==> src/rtl/reg_bus_initiator.sv <==
// rtl/reg_bus_initiator.sv - word command to byte-serial register bus initiator
// One command in, 1-4 reg_write/reg_read strobes out, one response back.
module reg_bus_initiator #(
    parameter int pBYTECNT_SIZE = 7,
    parameter int pREAD_LATENCY = 1
) (
    input  logic                     usb_clk,
    input  logic                     reset_pin_n,
    input  logic                     cmd_valid,
    output logic                     cmd_ready,
    input  logic                     cmd_write,
    input  logic [7:0]               cmd_address,
    input  logic [1:0]               cmd_len,
    input  logic [31:0]              cmd_wdata,
    output logic                     rsp_valid,
    input  logic                     rsp_ready,
    output logic                     rsp_write,
    output logic [31:0]              rsp_rdata,
    output logic [7:0]               reg_address,
    output logic [pBYTECNT_SIZE-1:0] reg_bytecnt,
    output logic [7:0]               write_data,
    output logic                     reg_write,
    output logic                     reg_read,
    input  logic [7:0]               read_data,
    output logic                     busy
);

    typedef enum logic [2:0] {S_IDLE, S_WRITE, S_READ, S_DRAIN, S_RESP} state_t;

    localparam int PIPE_DEPTH = (pREAD_LATENCY == 0) ? 1 : pREAD_LATENCY;
    localparam int CAP_STAGE  = PIPE_DEPTH - 1;

    state_t          state_q, state_d;
    logic            cmd_ready_q, cmd_ready_d;
    logic            rsp_valid_q, rsp_valid_d;
    logic            rsp_write_q, rsp_write_d;
    logic [31:0]     rsp_rdata_q, rsp_rdata_d;
    logic [7:0]      reg_address_q, reg_address_d;
    logic [1:0]      idx_q, idx_d;
    logic [1:0]      len_q, len_d;
    logic [23:0]     wdata_q, wdata_d;
    logic [7:0]      write_data_q, write_data_d;
    logic            reg_write_q, reg_write_d;
    logic            reg_read_q, reg_read_d;
    logic            busy_q, busy_d;
    logic [PIPE_DEPTH-1:0] pipe_v_q, pipe_v_d;
    logic [1:0]      pipe_idx_q [PIPE_DEPTH];
    logic [1:0]      pipe_idx_d [PIPE_DEPTH];
    logic            cap_v;
    logic [1:0]      cap_idx;

    // The capture pipeline follows the registered strobe, so stage k sees read_data k+1 cycles late.
    always_comb begin
        cap_v   = (pREAD_LATENCY == 0) ? reg_read_q : pipe_v_q[CAP_STAGE];
        cap_idx = (pREAD_LATENCY == 0) ? idx_q      : pipe_idx_q[CAP_STAGE];
    end

    always_comb begin
        state_d       = state_q;
        cmd_ready_d   = cmd_ready_q;
        rsp_valid_d   = rsp_valid_q;
        rsp_write_d   = rsp_write_q;
        rsp_rdata_d   = rsp_rdata_q;
        reg_address_d = reg_address_q;
        idx_d         = idx_q;
        len_d         = len_q;
        wdata_d       = wdata_q;
        write_data_d  = write_data_q;
        reg_write_d   = reg_write_q;
        reg_read_d    = reg_read_q;

        pipe_v_d[0]   = reg_read_q;
        pipe_idx_d[0] = idx_q;
        for (int k = 1; k < PIPE_DEPTH; k++) begin
            pipe_v_d[k]   = pipe_v_q[k-1];
            pipe_idx_d[k] = pipe_idx_q[k-1];
        end

        if (cap_v) begin
            case (cap_idx)
                2'd0:    rsp_rdata_d[7:0]   = read_data;
                2'd1:    rsp_rdata_d[15:8]  = read_data;
                2'd2:    rsp_rdata_d[23:16] = read_data;
                default: rsp_rdata_d[31:24] = read_data;
            endcase
        end

        case (state_q)
            S_IDLE: begin
                rsp_rdata_d = '0;
                if (cmd_valid && cmd_ready_q) begin
                    reg_address_d = cmd_address;
                    len_d         = cmd_len;
                    idx_d         = 2'd0;
                    rsp_write_d   = cmd_write;
                    cmd_ready_d   = 1'b0;
                    if (cmd_write) begin
                        state_d      = S_WRITE;
                        reg_write_d  = 1'b1;
                        write_data_d = cmd_wdata[7:0];
                        wdata_d      = cmd_wdata[31:8];
                    end else begin
                        state_d    = S_READ;
                        reg_read_d = 1'b1;
                    end
                end
            end
            S_WRITE: begin
                if (idx_q == len_q) begin
                    reg_write_d = 1'b0;
                    state_d     = S_RESP;
                    rsp_valid_d = 1'b1;
                end else begin
                    idx_d        = idx_q + 2'd1;
                    write_data_d = wdata_q[7:0];
                    wdata_d      = {8'h00, wdata_q[23:8]};
                end
            end
            S_READ: begin
                if (idx_q == len_q) begin
                    reg_read_d = 1'b0;
                    if (pREAD_LATENCY == 0) begin
                        state_d     = S_RESP;
                        rsp_valid_d = 1'b1;
                    end else begin
                        state_d = S_DRAIN;
                    end
                end else begin
                    idx_d = idx_q + 2'd1;
                end
            end
            S_DRAIN: begin
                if (cap_v && (cap_idx == len_q)) begin
                    state_d     = S_RESP;
                    rsp_valid_d = 1'b1;
                end
            end
            S_RESP: begin
                if (rsp_ready) begin
                    state_d     = S_IDLE;
                    rsp_valid_d = 1'b0;
                    cmd_ready_d = 1'b1;
                end
            end
            default: begin
                state_d     = S_IDLE;
                cmd_ready_d = 1'b1;
                rsp_valid_d = 1'b0;
                reg_write_d = 1'b0;
                reg_read_d  = 1'b0;
            end
        endcase

        busy_d = (state_d != S_IDLE);
    end

    always_ff @(posedge usb_clk or negedge reset_pin_n) begin
        if (!reset_pin_n) begin
            state_q       <= S_IDLE;
            cmd_ready_q   <= 1'b1;
            rsp_valid_q   <= 1'b0;
            rsp_write_q   <= 1'b0;
            rsp_rdata_q   <= '0;
            reg_address_q <= '0;
            idx_q         <= '0;
            len_q         <= '0;
            wdata_q       <= '0;
            write_data_q  <= '0;
            reg_write_q   <= 1'b0;
            reg_read_q    <= 1'b0;
            busy_q        <= 1'b0;
            pipe_v_q      <= '0;
            for (int k = 0; k < PIPE_DEPTH; k++) pipe_idx_q[k] <= '0;
        end else begin
            state_q       <= state_d;
            cmd_ready_q   <= cmd_ready_d;
            rsp_valid_q   <= rsp_valid_d;
            rsp_write_q   <= rsp_write_d;
            rsp_rdata_q   <= rsp_rdata_d;
            reg_address_q <= reg_address_d;
            idx_q         <= idx_d;
            len_q         <= len_d;
            wdata_q       <= wdata_d;
            write_data_q  <= write_data_d;
            reg_write_q   <= reg_write_d;
            reg_read_q    <= reg_read_d;
            busy_q        <= busy_d;
            pipe_v_q      <= pipe_v_d;
            for (int k = 0; k < PIPE_DEPTH; k++) pipe_idx_q[k] <= pipe_idx_d[k];
        end
    end

    assign cmd_ready   = cmd_ready_q;
    assign rsp_valid   = rsp_valid_q;
    assign rsp_write   = rsp_write_q;
    assign rsp_rdata   = rsp_rdata_q;
    assign reg_address = reg_address_q;
    assign reg_bytecnt = pBYTECNT_SIZE'(idx_q);
    assign write_data  = write_data_q;
    assign reg_write   = reg_write_q;
    assign reg_read    = reg_read_q;
    assign busy        = busy_q;

endmodule

==> config.mk <==
export PLATFORM = sky130hd
export DESIGN_NAME = reg_bus_initiator
export DESIGN_NICKNAME = d
export VERILOG_FILES = /design/src/rtl/reg_bus_initiator.sv
export SDC_FILE = /design/constraint.sdc
export NUM_CORES = 1
export LEC_CHECK = 0
export BUFFER_PORTS_ARGS = -buffer_cell sky130_fd_sc_hd__buf_4
export CAP_MARGIN = 10
export CORE_ASPECT_RATIO = 2
export CORE_MARGIN = 10
export CORE_UTILIZATION = 45
export DETAILED_ROUTE_END_ITERATION = 16
export PLACE_DENSITY = 0.83
export SETUP_SLACK_MARGIN = 0.15
export SYNTH_ARGS = -nofsm -noshare
export SYNTH_HDL_FRONTEND = slang
export SYNTH_SLANG_ARGS = --single-unit
==> constraint.sdc <==
create_clock -name usb_clk -period 1.8 [get_ports usb_clk]
set_input_delay 0.45 -clock usb_clk [delete_from_list [all_inputs] [get_ports usb_clk]]
set_output_delay 0.45 -clock usb_clk [all_outputs]
set_load 0.02 [all_outputs]
Word-level counts from Yosys, hierarchy flattened
Index checks and enable logic that the tools add are counted.

Output and inout bits: 61. Logic and storage cells: 107. Input bits: 55. Bits in registers: 88.

Eq/ne operators: 18. Muxes and demuxes: 38. Bitwise operators: 4. Add/sub/neg operators: 1. Reductions and logical operators: 28.

Operator list (number): 2-to-1 mux 24 bit (3); 2-to-1 mux 32 bit (2); 2-to-1 mux 8 bit (7); one-hot mux 24 bit (2 select lines) (1); != test 2 bit, second input constant (9); one-hot mux 8 bit (2 select lines) (1); AND reduction 4 bit (4); 2-to-1 mux 3 bit (5); one-hot mux 3 bit (5 select lines) (1); nonzero test 2 bit (6); OR reduction 3 bit (4); 2-to-1 mux 1 bit (10); AND reduction 2 bit (5); one-hot mux 1 bit (3 select lines) (3); equality test 3 x 2 -> 1 bit, second input constant (2); 2-to-1 mux 2 bit (3); AND reduction 3 bit (2); equality test 2 bit (2); inverter 1 bit (4); one-hot mux 1 bit (4 select lines) (1); one-hot mux 2 bit (2 select lines) (1); OR reduction 2 bit (2); equality test 3 x 1 -> 1 bit, second input constant (1); equality test 3 bit, second input constant (1); 8 further kinds (9).

Longest topological paths before layout
Gate-level depths: netlist of the first run.

Depth in word-level cells: 5. Mapped depth: 7.

Worst setup path before layout of the first run
Ideal clock, no wire load.

Kind: register to register. Start: register cmd_ready_q, in the netlist cmd_ready. End: register wdata_q[14]. Path buffers: 2. Path slack: -0.105 ns. Clock period less this slack: 1.905 ns. Cell stages (with the launch flop): 7. Data required time: 1.673 ns. Arrival: 1.778 ns. Cell sequence: dfstp_2 > and3_1 > clkbuf_1 > nand2_1 > o21ai_4 > buf_6 > mux2_1.

Longest elaborated chain between the ends: 3.

Ends and longest elaborated chain: start: declaration (line 34) `logic cmd_ready_q, cmd_ready_d;`; start signal: assignment (line 176) `cmd_ready_q <= cmd_ready_d;`; logical AND 1 bit (line 91) `if (cmd_valid && cmd_ready_q) begin`; != test 2 bit (no source line); AND reduction 4 bit (no source line); end signal: assignment (line 183) `wdata_q <= wdata_d;`; end: declaration (line 41) `logic [23:0] wdata_q, wdata_d;`.

No other way between the ends. A chain may end at the register's enable or synchronous reset.

Worst setup path after layout of the first run
Start: register state_q[1]. End: register write_data_q[1], in the netlist write_data[1].

Longest elaborated chain between the ends: 3. Elaborated cells on any way between the ends: 8. Classes of those cells: eq/ne: 4; mux: 1; reduce/logical: 3.

Ends and longest elaborated chain: start: declaration (line 33) `state_t state_q, state_d;`; start signal: assignment (line 175) `state_q <= state_d;`; equality test 3 x 1 -> 1 bit / zero test 3 bit (equally long branches) (line 88) `case (state_q)`; != test 2 bit (no source line) / nonzero test 2 bit (equally long branches); AND reduction 4 bit (no source line); end signal: assignment (line 184) `write_data_q <= write_data_d;`; end: declaration (line 42) `logic [7:0] write_data_q, write_data_d;`.

Several ways; a longest one is shown, not always the timed one.

==> metrics.md, run 1 <==
| Metric | Value |
|---|---|
| Main combinational cell family by area after synthesis | `multiplexers` |
| Number of cells after detailed placement | `between 500 and 600` |
| Drc violations | `0` |
| Crit path kind | `reg2reg` |
| Post-route cell area | `5665 um^2` |
| Htree depth | `3` |
| Vias in the first global route | `~3400` |
| Cell count after synthesis | `approximately 360` |
| Iter 0 DRT Violations | `about 170` |
| Setup TNS | `0 ns` |
| Core ar. | `around 9000 um^2` |
| GRT overflow | `0` |
| Post-Synth XOR/XNOR Area | `less than 1%` |
| Multiplexer area fraction after synthesis | `between 20% and 30%` |
| Worst R2R Setup Slack | `~0.09 ns` |
| Skew final | `slightly below 0.006 ns` |
| Final WL | `approximately 11000 um` |
| Simple-Gate Fraction of Synth Area | `about an eighth` |
| Peak Freq | `0.5843 GHz` |
| Starting Density | `between 40% and 50%` |
| Antenna cells | `0` |
| EDFF count, synth | `0` |
| FF+latch count, synth | `between 80 and 90` |
| Final-layout fill cell count | `between 700 and 800` |
| WHS | `about 0.050 ns` |
| Clock root buffer | `clkbuf_16` |
| Final non-filler cell total | `a little under 600` |
| Clock sinks | `just under 90` |
| Die height | `between 150 and 200 um` |
| IO Pins | `116` |
| Max-capacitance violation count | `0` |
| HP Class | `in2async` |
| Req. time, crit path | `2.01 ns` |
| DP HPWL | `8694 um` |
| Routed length per instance | `approximately 19 um` |
| Die width | `a little under 90 um` |
| Synthesis-to-finish area growth | `38.56%` |
| DP Area | `between 5000 and 6000 um^2` |
| Largest vdd supply drop | `between 0.0008 and 0.0009 V` |
| Final hold vios | `0` |
| Post-layout util | `a little over three fifths` |
| Min Tclk post-route | `~1.7 ns` |
| # setup viols final | `0` |
| Ys flop type | `dfrtp_1` |
| Clock transition at path regs | `approximately 0.070 ns` |
| Largest net degree at the start of global routing | `between 40 and 50` |
| Leakage power | `roughly 2.7 nW` |
| Run status | `finished, final reports clean` |
| Num CTS Buffers | `9` |
| Max Slew Vio Count | `0` |
| CP Data Arrival Time | `roughly 1.9 ns` |
| Synth Area in Compound Gates | `roughly 6.3%` |
| CP endpoint kind | `register` |
| Commonest non-fill, non-tap cell in the layout | `buf_4` |
| Most frequent cells in the layout | `136 x buf_4, 85 x dfrtp_1, 37 x nand2_1` |
| Worst-path fanout max | `16` |
| Later-pin clock latency in the skew report | `0.33 ns` |
| Seq/Total Area, Yosys | `53.89%` |
| RSZ-0062 raised after global routing | `yes` |
| Pre-Repair DR Iteration Count | `4` |
| Syn Std Cell Area | `approximately 4000 um^2` |
| Post-detailed-route via-to-cell ratio | `5.289` |
| Die ar. | `13530 um^2` |
| Port-buffer cells | `110` |
| Clock buffer depth | `2` |
| Period utilisation layout | `between 90% and 100%` |
| Post-route ant nets | `0` |
| GPL Wtd Cong | `around 0.87` |
| CTS tree | `yes` |
| Mean Syn Cell Area | `between 10 and 15 um^2` |
| Adder-Cell Fraction of Synth Area | `0%` |
| Row count | `between 40 and 50` |
| First-pass GRT wire length | `around 18000 um` |
| GRT Overall Usage | `approximately 17%` |
| Initial antenna violation count | `0` |
| Fin nets | `544` |
| Library cells used by synthesis | `46` |
| Vias post-DR | `between 3000 and 4000` |
| Layout cells sized above 1 | `between 40% and 50%` |
| Synth Warn # | `0` |
| Ys async rst share | `between 90% and 100%` |
| Pwr Density | `800.5 nW/um^2` |
| Crit start category | `register` |
[synthesized netlist by cell type, types with 3 or more instances]
cell type	instances	area (um^2)
dfrtp_1	87	2177
nand2_1	38	142.6
nor2_1	36	135.1
mux2i_1	32	320.3
o21ai_0	28	140.1
mux2_4	20	300.3
mux2_2	18	202.7
clkbuf_1	12	45.04
inv_1	12	45.04
nand4_1	8	50.05
buf_4	5	37.54
buf_2	4	20.02
nor2b_1	4	25.02
xor2_1	4	35.03
buf_6	3	33.78
nand3_1	3	15.01
nand3b_1	3	22.52
nor3_1	3	15.01
[repair_timing]
item | CTS | global route
buffers inserted | 4 | 0
resized for setup | 6 | 10
cloned | 1 | 1
hold buffers | 0 | 0
setup endpoints to repair | 26 | 33
hold endpoints to repair | 0 | 0
pin swaps | 1 | 1
[report_power, final]
part | switching, mW | leakage (nW) | internal, mW
Clock | 0.766 | 0.170 | 1.36
Sequential | 0.0285 | 1.04 | 2.02
Combinational | 0.174 | 1.54 | 0.182
[kinds of logic after synthesis]
family	Yosys count
muxes	72
buffers and inverters	38
and+or+nand+nor	110
xor gates and xnor gates	4
other	1
DFF	88
AOI/OAI and AO/OA	42
[worst max-delay path, stage by stage (launching register included)]
cell and delay [ns]:
dfrtp_1 0.39, nand2b_4 0.14, buf_4 0.14, nor2_4 0.13
buf_12 0.17, mux2_2 0.35, mux2_2 0.27
[worst paths after layout]
kind / from / to / depth (start not counted)
worst min register to register: reg_address[5] / reg_address[5] / 2
min in group usb_clk: cmd_address[3] / reg_address[3] / 3
worst max-delay path: state_q[1] / write_data[1] / 6
worst min-delay path: reset_pin_n / wdata_q[5] / 1
worst max register to register: state_q[1] / write_data[1] / 6
max in group asynchronous: reset_pin_n / state_q[2] / 2
[per-layer routing]
layer	track usage, %	share of wire [%]
met2	30.08	55
met3	4.945	6.0
met1	17.09	35
met4	8.397	3.8
met5	0	0
[area by class of cell]
type / instances / area (um^2) / share of cell area (%)
flip-flops and latches: 88 / 2206 / 38.94
well taps: 102 / 127.6 / 2.253
clock inverters: 7 / 117.6 / 2.076
inverters: 12 / 45.04 / 0.7951
repair buffers: 145 / 1200 / 21.18
multi-input cells: 233 / 1744 / 30.79
clock buffers: 9 / 225.2 / 3.975
[registers in the layout, indices dropped and copies added, names as in the netlist]
signal,count
busy,1
cap_idx,2
cap_v,1
cmd_ready,1
idx_q,2
len_q,2
reg_address,8
reg_read,1
reg_write,1
rsp_rdata,32
rsp_valid,1
rsp_write,1
state_q,3
wdata_q,24
write_data,8
[stage by stage]
| stage | setup WS (ns) | total power [mW] |
|---|---|---|
| floorplan | 0.01305 | 2.219 |
| finish | 0.08865 | 4.535 |
| global placement | 0.05473 | 2.436 |
| CTS | 0.07085 | 4.583 |
| global route | 0.03204 | 4.696 |
| detailed placement | 0.003205 | 2.449 |
Power figures use the tool's default switching activity.
==> run 2, diff against run 1 <==
--- a/config.mk
+++ b/config.mk
@@ -12,6 +12,8 @@
 export CORE_UTILIZATION = 45
 export DETAILED_ROUTE_END_ITERATION = 16
 export PLACE_DENSITY = 0.83
+export RECOVER_POWER = 50
+export REMOVE_ABC_BUFFERS = 1
 export SETUP_SLACK_MARGIN = 0.15
 export SYNTH_ARGS = -nofsm -noshare
 export SYNTH_HDL_FRONTEND = slang
==> metrics.md, run 2 (synthesis gave the netlist of run 1 again) <==
| Metric | Value |
|---|---|
| GRT Overall Usage | `16.77% (-0.18 points)` |
| Later-pin clock latency in the skew report | `0.34 ns (about the same)` |
| Leakage power | `2.632 nW (-4.0%)` |
| Final hold vios | `0 (unchanged)` |
| CP top delay family | `simple AND/OR/NAND/NOR gates` |
| Sw frac | `22.79% (+1.4 points)` |
| Clock sinks | `88 (unchanged)` |
| Clock transition at path regs | `0.06 ns (about the same)` |
| Final WL | `11350 um (-1.0%)` |
| Final Power | `4.242 mW (-6.5%)` |
| Crit-path max cell delay | `0.45 ns (+0.06 ns)` |
| Port-buffer cells | `110 (unchanged)` |
| Final-layout fill cell count | `731 (-1.1%)` |
| Period utilisation layout | `95.22% (+0.14 points)` |
| Pwr Density | `763.0 nW/um^2 (-4.7%)` |
| Crit start category | `register` |
| Post-detailed-route via-to-cell ratio | `5.350 (+1.2%)` |
| Fin nets | `545 (+0.18%)` |
| Hold_sp | `cmd_address[2]` |
| Worst hold stages | `3` |
| Most frequent cells in the layout | `110 x buf_4, 85 x dfrtp_1, 37 x nand2_1` |
| Core ar. | `8951 um^2 (unchanged)` |
| Post-route ant nets | `0 (unchanged)` |
| Die width | `87.41 um (unchanged)` |
| Iter 0 DRT Violations | `193 (+16%)` |
| Max Slew Vio Count | `0 (unchanged)` |
| Clock Power Share | `43.6% (-3.3 points)` |
| Clock root buffer | `clkbuf_16` |
| Die ar. | `13530 um^2 (unchanged)` |
| Worst R2R Path Depth | `5 (-1)` |
| IO Pins | `116 (unchanged)` |
| CP endpoint kind | `register` |
| Sequential Power Share | `48.3% (+3.1 points)` |
| Synthesis-to-finish area growth | `35.95%` |
| DR WL met3 | `716 um (+4.1%)` |
| Slew headroom | `1.713%` |
| Int Pwr | `3.275 mW (-8.2%)` |
| Worst-path fanout max | `3 (-13)` |
| Starting Density | `45.68% (unchanged)` |
| Wl on met1 | `3985 um (+0.25%)` |
| Die height | `154.8 um (unchanged)` |
| Highest Signal Layer | `met4` |
| CP max-delay cell | `dfrtp_1` |
| # setup viols final | `0 (unchanged)` |
| Reg2reg end | `busy` |
| Met2 routed wirelength | `6350 um (-0.19%)` |
| Area occupied by multi-input gates | `1779 um^2 (+2.0%)` |
| Max-capacitance violation count | `0 (unchanged)` |
| Row count | `49 (unchanged)` |
| Run status | `finished, final reports clean` |
| RSZ-0062 raised after global routing | `yes` |
| Max reg flops | `32 (unchanged)` |
| Largest vdd supply drop | `0.0005986 V (-27%)` |
| Worst R2R Setup Slack | `0.09 ns (about the same)` |
| WHS | `0.3069 ns (+0.2572 ns)` |
| GRT overflow | `0 (unchanged)` |
| Antenna cells | `0 (unchanged)` |
| Routed length per instance | `19.01 um (-1.2%)` |
| Buf/Inv on CP | `1 (-1)` |
| Combinational fraction of design power | `8.1% (+0.2 points)` |
| DP HPWL | `8313 um (-4.4%)` |
| Worst Max-Slew Pin Slew | `between 1 and 1.5 ns` |
| Skew final | `0.009124 ns (+0.003284 ns)` |
| Drc violations | `0 (unchanged)` |
| CTS tree | `yes` |
| Largest net degree at the start of global routing | `41 (unchanged)` |
| Num CTS Buffers | `9 (unchanged)` |
| NetSw | `0.9667 mW (-0.22%)` |
| Commonest non-fill, non-tap cell in the layout | `buf_4` |
| Peak Freq | `0.5834 GHz (-0.15%)` |
| Initial antenna violation count | `0 (unchanged)` |
| Htree depth | `3 (unchanged)` |
| Reg-to-reg startpoint | `idx_q[1]` |
| Min Tclk post-route | `1.714 ns (+0.002605 ns)` |
| Pre-Repair DR Iteration Count | `4 (unchanged)` |
| FF+latch area | `2206 um^2 (unchanged)` |
| Layout cells sized above 1 | `40.00% (-3.9 points)` |
| Worst path cell trace | `xor2_4 > buf_4 > nor3_2 > or4b_4 > or3b_1` |
| Crit path kind | `reg2reg` |
| CP Data Arrival Time | `1.92 ns (about the same)` |
| Hold worst-path end | `reg_address[2]` |
| First-pass GRT wire length | `18220 um (+0.84%)` |
| Clock buffer depth | `2 (unchanged)` |
| GPL Wtd Cong | `0.9025 (+3.3%)` |
| Req. time, crit path | `2.01 ns (about the same)` |
| Vias in the first global route | `3518 (+3.0%)` |
| Vias post-DR | `3194 (+1.3%)` |
| HP Class | `in2reg` |
## run 2: worst max path at each step
stage,from,endpoint,slack (ns),depth (start not counted)
global route,idx_q[1],busy,-0.003,5
finish,idx_q[1],busy,0.09,5
CTS,state_q[1],write_data[3],0.14,7
floorplan,state_q[2],write_data[0],-1.32,4
detailed placement,state_q[0],write_data[0],0.004,5
global placement,state_q[0],write_data[1],0.05,5
## run 2: routing by layer
| metal | track usage, % | vias to the layer above |
|---|---|---|
| met1 | 17.56 | 1610 |
| met5 | 0 | - |
| met3 | 4.577 | 22 |
| li1 | - | 1472 |
| met4 | 7.099 | 0 |
| met2 | 29.84 | 90 |
## run 2: what timing repair did
action / in CTS / in global routing
pin swaps: 3 / 4
hold buffers: 0 / 0
gates resized for setup: 16 / 14
setup buffers: 6 / 4
endpoints found under the setup margin: 24 / 43
cloned: 1 / 0
## run 2: stage by stage
stage / std cells / utilization [%] / setup TNS, ns / worst slack (ns) / area (um^2)
6_report: 597 / 62.11 / 0 / 0.08605 / 5559
4_1_cts: 593 / 62.15 / 0 / 0.1394 / 5563
2_1_floorplan: 333 / - / -63.45 / -1.321 / 3928
5_1_grt: 597 / 62.11 / -0.002745 / -0.002745 / 5559
3_5_place_dp: 570 / 57.31 / 0 / 0.003762 / 5130
3_3_place_gp: 570 / 57.31 / 0 / 0.05323 / 5130
## run 2: layout make-up
type | instances | share of cell area (%)
clock inverters | 6 | 1.238
inverters | 12 | 0.8103
multi-input cells | 233 | 32.01
well taps | 102 | 2.296
clock buffers | 10 | 4.119
repair buffers | 146 | 19.85
flip-flops and latches | 88 | 39.68
## run 2: worst reg2reg max path, delay by kind of cell, from the launching register on
family                 cells  cell delay (ns)
XOR/XNOR                   1             0.23
flip-flops                 1             0.45
AND/OR/NAND/NOR            3             0.76
buffers and inverters      1             0.15
## run 2: power by group through the flow
stage | Sequential (mW) | Combinational [mW] | Clock, mW
floorplan | 2.13 | 0.0824 | 0
global placement | 2.08 | 0.349 | 0
detailed placement | 2.09 | 0.358 | 0
CTS | 2.05 | 0.361 | 1.89
global route | 2.06 | 0.375 | 1.97
finish | 2.05 | 0.343 | 1.85
==> run 3, diff against run 2 <==
--- a/config.mk
+++ b/config.mk
@@ -6,7 +6,6 @@
 export NUM_CORES = 1
 export LEC_CHECK = 0
 export BUFFER_PORTS_ARGS = -buffer_cell sky130_fd_sc_hd__buf_4
-export CAP_MARGIN = 10
 export CORE_ASPECT_RATIO = 2
 export CORE_MARGIN = 10
 export CORE_UTILIZATION = 45
==> constraint.sdc (replaced) <==
create_clock -name usb_clk -period 1.8 [get_ports usb_clk]
set_input_delay 0.45 -clock usb_clk [delete_from_list [all_inputs] [get_ports usb_clk]]
set_output_delay 0.45 -clock usb_clk [all_outputs]
set_load 0.1 [all_outputs]
==> metrics.md, run 3 (synthesis gave the netlist of run 1 again) <==
| Metric | Value |
|---|---|
| Crit start category | `register` |
| Hold buffers post-CTS | `0 (unchanged)` |
| Req. time, crit path | `2.00 ns (about the same)` |
| Starting Density | `45.68% (unchanged)` |
| CTS tree | `yes` |
| Most frequent cells in the layout | `112 x buf_4, 86 x dfrtp_1, 37 x nand2_1` |
| CP max-delay cell | `dfrtp_1` |
| Commonest non-fill, non-tap cell in the layout | `buf_4` |
| Largest vdd supply drop | `0.0006061 V (+1.3%)` |
| Period utilisation layout | `95.01% (-0.20 points)` |
| First-pass GRT wire length | `18180 um (-0.23%)` |
| CP Data Arrival Time | `1.91 ns (about the same)` |
| Clock transition at path regs | `0.06 ns (about the same)` |
| DR WL met3 | `772 um (+7.8%)` |
| Die height | `154.8 um (unchanged)` |
| Initial antenna violation count | `0 (unchanged)` |
| Worst Max-Slew Pin Slew | `1.477 ns (+0.003090 ns)` |
| Sequential Power Share | `45.3% (-3.0 points)` |
| Largest net degree at the start of global routing | `41 (unchanged)` |
| GPL Wtd Cong | `0.9025 (unchanged)` |
| Htree depth | `3 (unchanged)` |
| Die width | `87.41 um (unchanged)` |
| Skew final | `0.009862 ns (+0.0007384 ns)` |
| Sw frac | `27.43% (+4.6 points)` |
| Min Tclk post-route | `1.710 ns (-0.003681 ns)` |
| Fin nets | `544 (-0.18%)` |
| Crit path kind | `reg2reg` |
| Int Pwr | `3.283 mW (+0.26%)` |
| Buf/Inv on CP | `1 (unchanged)` |
| Combinational fraction of design power | `13.7% (+5.6 points)` |
| Row count | `49 (unchanged)` |
| Setup TNS | `0 ns (unchanged)` |
| Highest Signal Layer | `met4` |
| HP Class | `in2reg` |
| Peak Freq | `0.5847 GHz (+0.22%)` |
| Final WL | `11270 um (-0.75%)` |
| Clock Power Share | `41.0% (-2.6 points)` |
| Later-pin clock latency in the skew report | `0.34 ns (about the same)` |
| RSZ-0062 raised after global routing | `yes` |
| Vias post-DR | `3226 (+1.0%)` |
| Leakage power | `2.707 nW (+2.8%)` |
| IO Pins | `116 (unchanged)` |
| Worst path cell trace | `xor2_2 > buf_4 > nor3_2 > or4b_4 > or3b_1` |
| Clock buffer depth | `2 (unchanged)` |
| NetSw | `1.241 mW (+28%)` |
| Max Slew Vio Count | `0 (unchanged)` |
| Clock sinks | `88 (unchanged)` |
| Max reg flops | `32 (unchanged)` |
| Crit-path max cell delay | `0.41 ns (-0.04 ns)` |
| Port-buffer cells | `110 (unchanged)` |
| Final hold vios | `0 (unchanged)` |
| Wl on met1 | `3920 um (-1.6%)` |
| Slew headroom | `1.507% (-0.21 points)` |
| Post-detailed-route via-to-cell ratio | `5.413 (+1.2%)` |
| Pre-Repair DR Iteration Count | `5 (+1)` |
| Vias in the first global route | `3510 (-0.23%)` |
| Clock root buffer | `clkbuf_16` |
| Max-capacitance violation count | `0 (unchanged)` |
| GRT overflow | `0 (unchanged)` |
| Iter 0 DRT Violations | `193 (unchanged)` |
| Die ar. | `13530 um^2 (unchanged)` |
| Drc violations | `0 (unchanged)` |
| Routed length per instance | `18.90 um (-0.58%)` |
| Synthesis-to-finish area growth | `36.51%` |
| CP endpoint kind | `register` |
| Core ar. | `8951 um^2 (unchanged)` |
| CP top delay family | `simple AND/OR/NAND/NOR gates` |
| Worst-path fanout max | `3 (unchanged)` |
| Num CTS Buffers | `9 (unchanged)` |
| Antenna cells | `0 (unchanged)` |
| Pwr Density | `810.6 nW/um^2 (+6.2%)` |
| Post-layout util | `62.36% (+0.25 points)` |
| Run status | `finished, final reports clean` |
| DP HPWL | `8313 um (unchanged)` |
| GRT Overall Usage | `16.76% (about the same)` |
| Met2 routed wirelength | `6317 um (-0.52%)` |
| Post-route ant nets | `0 (unchanged)` |
| Layout cells sized above 1 | `43.93% (+3.9 points)` |
| # setup viols final | `0 (unchanged)` |
## run 3: changes by cell type in the layout (fill, tap and decap cells not counted)
| cell | before | now |
|---|---|---|
| o311ai_1 | 0 | 1 |
| clkbuf_2 | 0 | 16 |
| dfrtp_1 | 85 | 86 |
| xor2_4 | 1 | 0 |
| buf_6 | 5 | 8 |
| o311ai_2 | 1 | 0 |
| clkbuf_1 | 26 | 3 |
| xor2_1 | 1 | 2 |
| buf_4 | 110 | 112 |
| dfrtp_2 | 2 | 1 |
| clkbuf_4 | 0 | 1 |
## run 3: what timing repair did
item / in CTS / in global routing
pin swaps: 3 / 4
gates resized for setup: 13 / 15
cloned: 1 / 0
setup endpoints to repair: 25 / 46
setup buffers: 6 / 3
## run 3: layout make-up
| class | count | area [um^2] |
|---|---|---|
| clock buffer | 10 | 229.0 |
| clock inverter | 6 | 68.82 |
| fill | 723 | 3369 |
| inverter | 12 | 45.04 |
| multi-input combinational | 233 | 1753 |
| sequential | 88 | 2205 |
| tap | 102 | 127.6 |
| timing repair buffer | 145 | 1154 |
## run 3: path summary, 6_finish.rpt
path | startpoint | endpoint | slack (ns) | cells past startpoint
worst min-delay path | cmd_address[2] | reg_address[2] | 0.31 | 3
worst max register to register | idx_q[1] | busy | 0.09 | 5
worst min register to register | reg_read | cap_v | 0.44 | 0
min in group asynchronous | reset_pin_n | write_data[0] | 0.45 | 1
max in group asynchronous | reset_pin_n | cmd_ready | 0.42 | 2
worst max-delay path | idx_q[1] | busy | 0.09 | 5
## run 3: worst reg2reg max path: stages (launching register included)
cell     delay (ns)
dfrtp_1        0.41
xor2_2         0.21
buf_4          0.16
nor3_2         0.23
or4b_4         0.18
or3b_1         0.38
## run 3: metrics by stage
step	cell area (um^2)	power, mW	hold WS, ns	setup slack, ns	instances
floorplan	3928	2.472	0.1544	-1.322	333
global placement	5130	2.701	0.3772	0.05323	570
detailed placement	5130	2.713	0.3830	0.003762	570
CTS	5552	4.569	0.01879	0.1147	593
global route	5582	4.673	0.3092	0.03469	596
finish	5582	4.524	0.3060	0.08973	596
## run 3: per-layer routing
layer | vias up | global-route usage [%]
li1 | 1475 | -
met1 | 1613 | 17.40
met2 | 118 | 29.98
met3 | 20 | 4.577
met4 | 0 | 7.099
met5 | - | 0
## run 3: power groups by stage
stage	Sequential (mW)	Clock, mW	Combinational, mW
4_1_cts	2.05	1.89	0.627
2_1_floorplan	2.35	0	0.119
5_1_grt	2.06	1.97	0.650
3_3_place_gp	2.08	0	0.617
3_5_place_dp	2.09	0	0.626
6_report	2.05	1.86	0.618
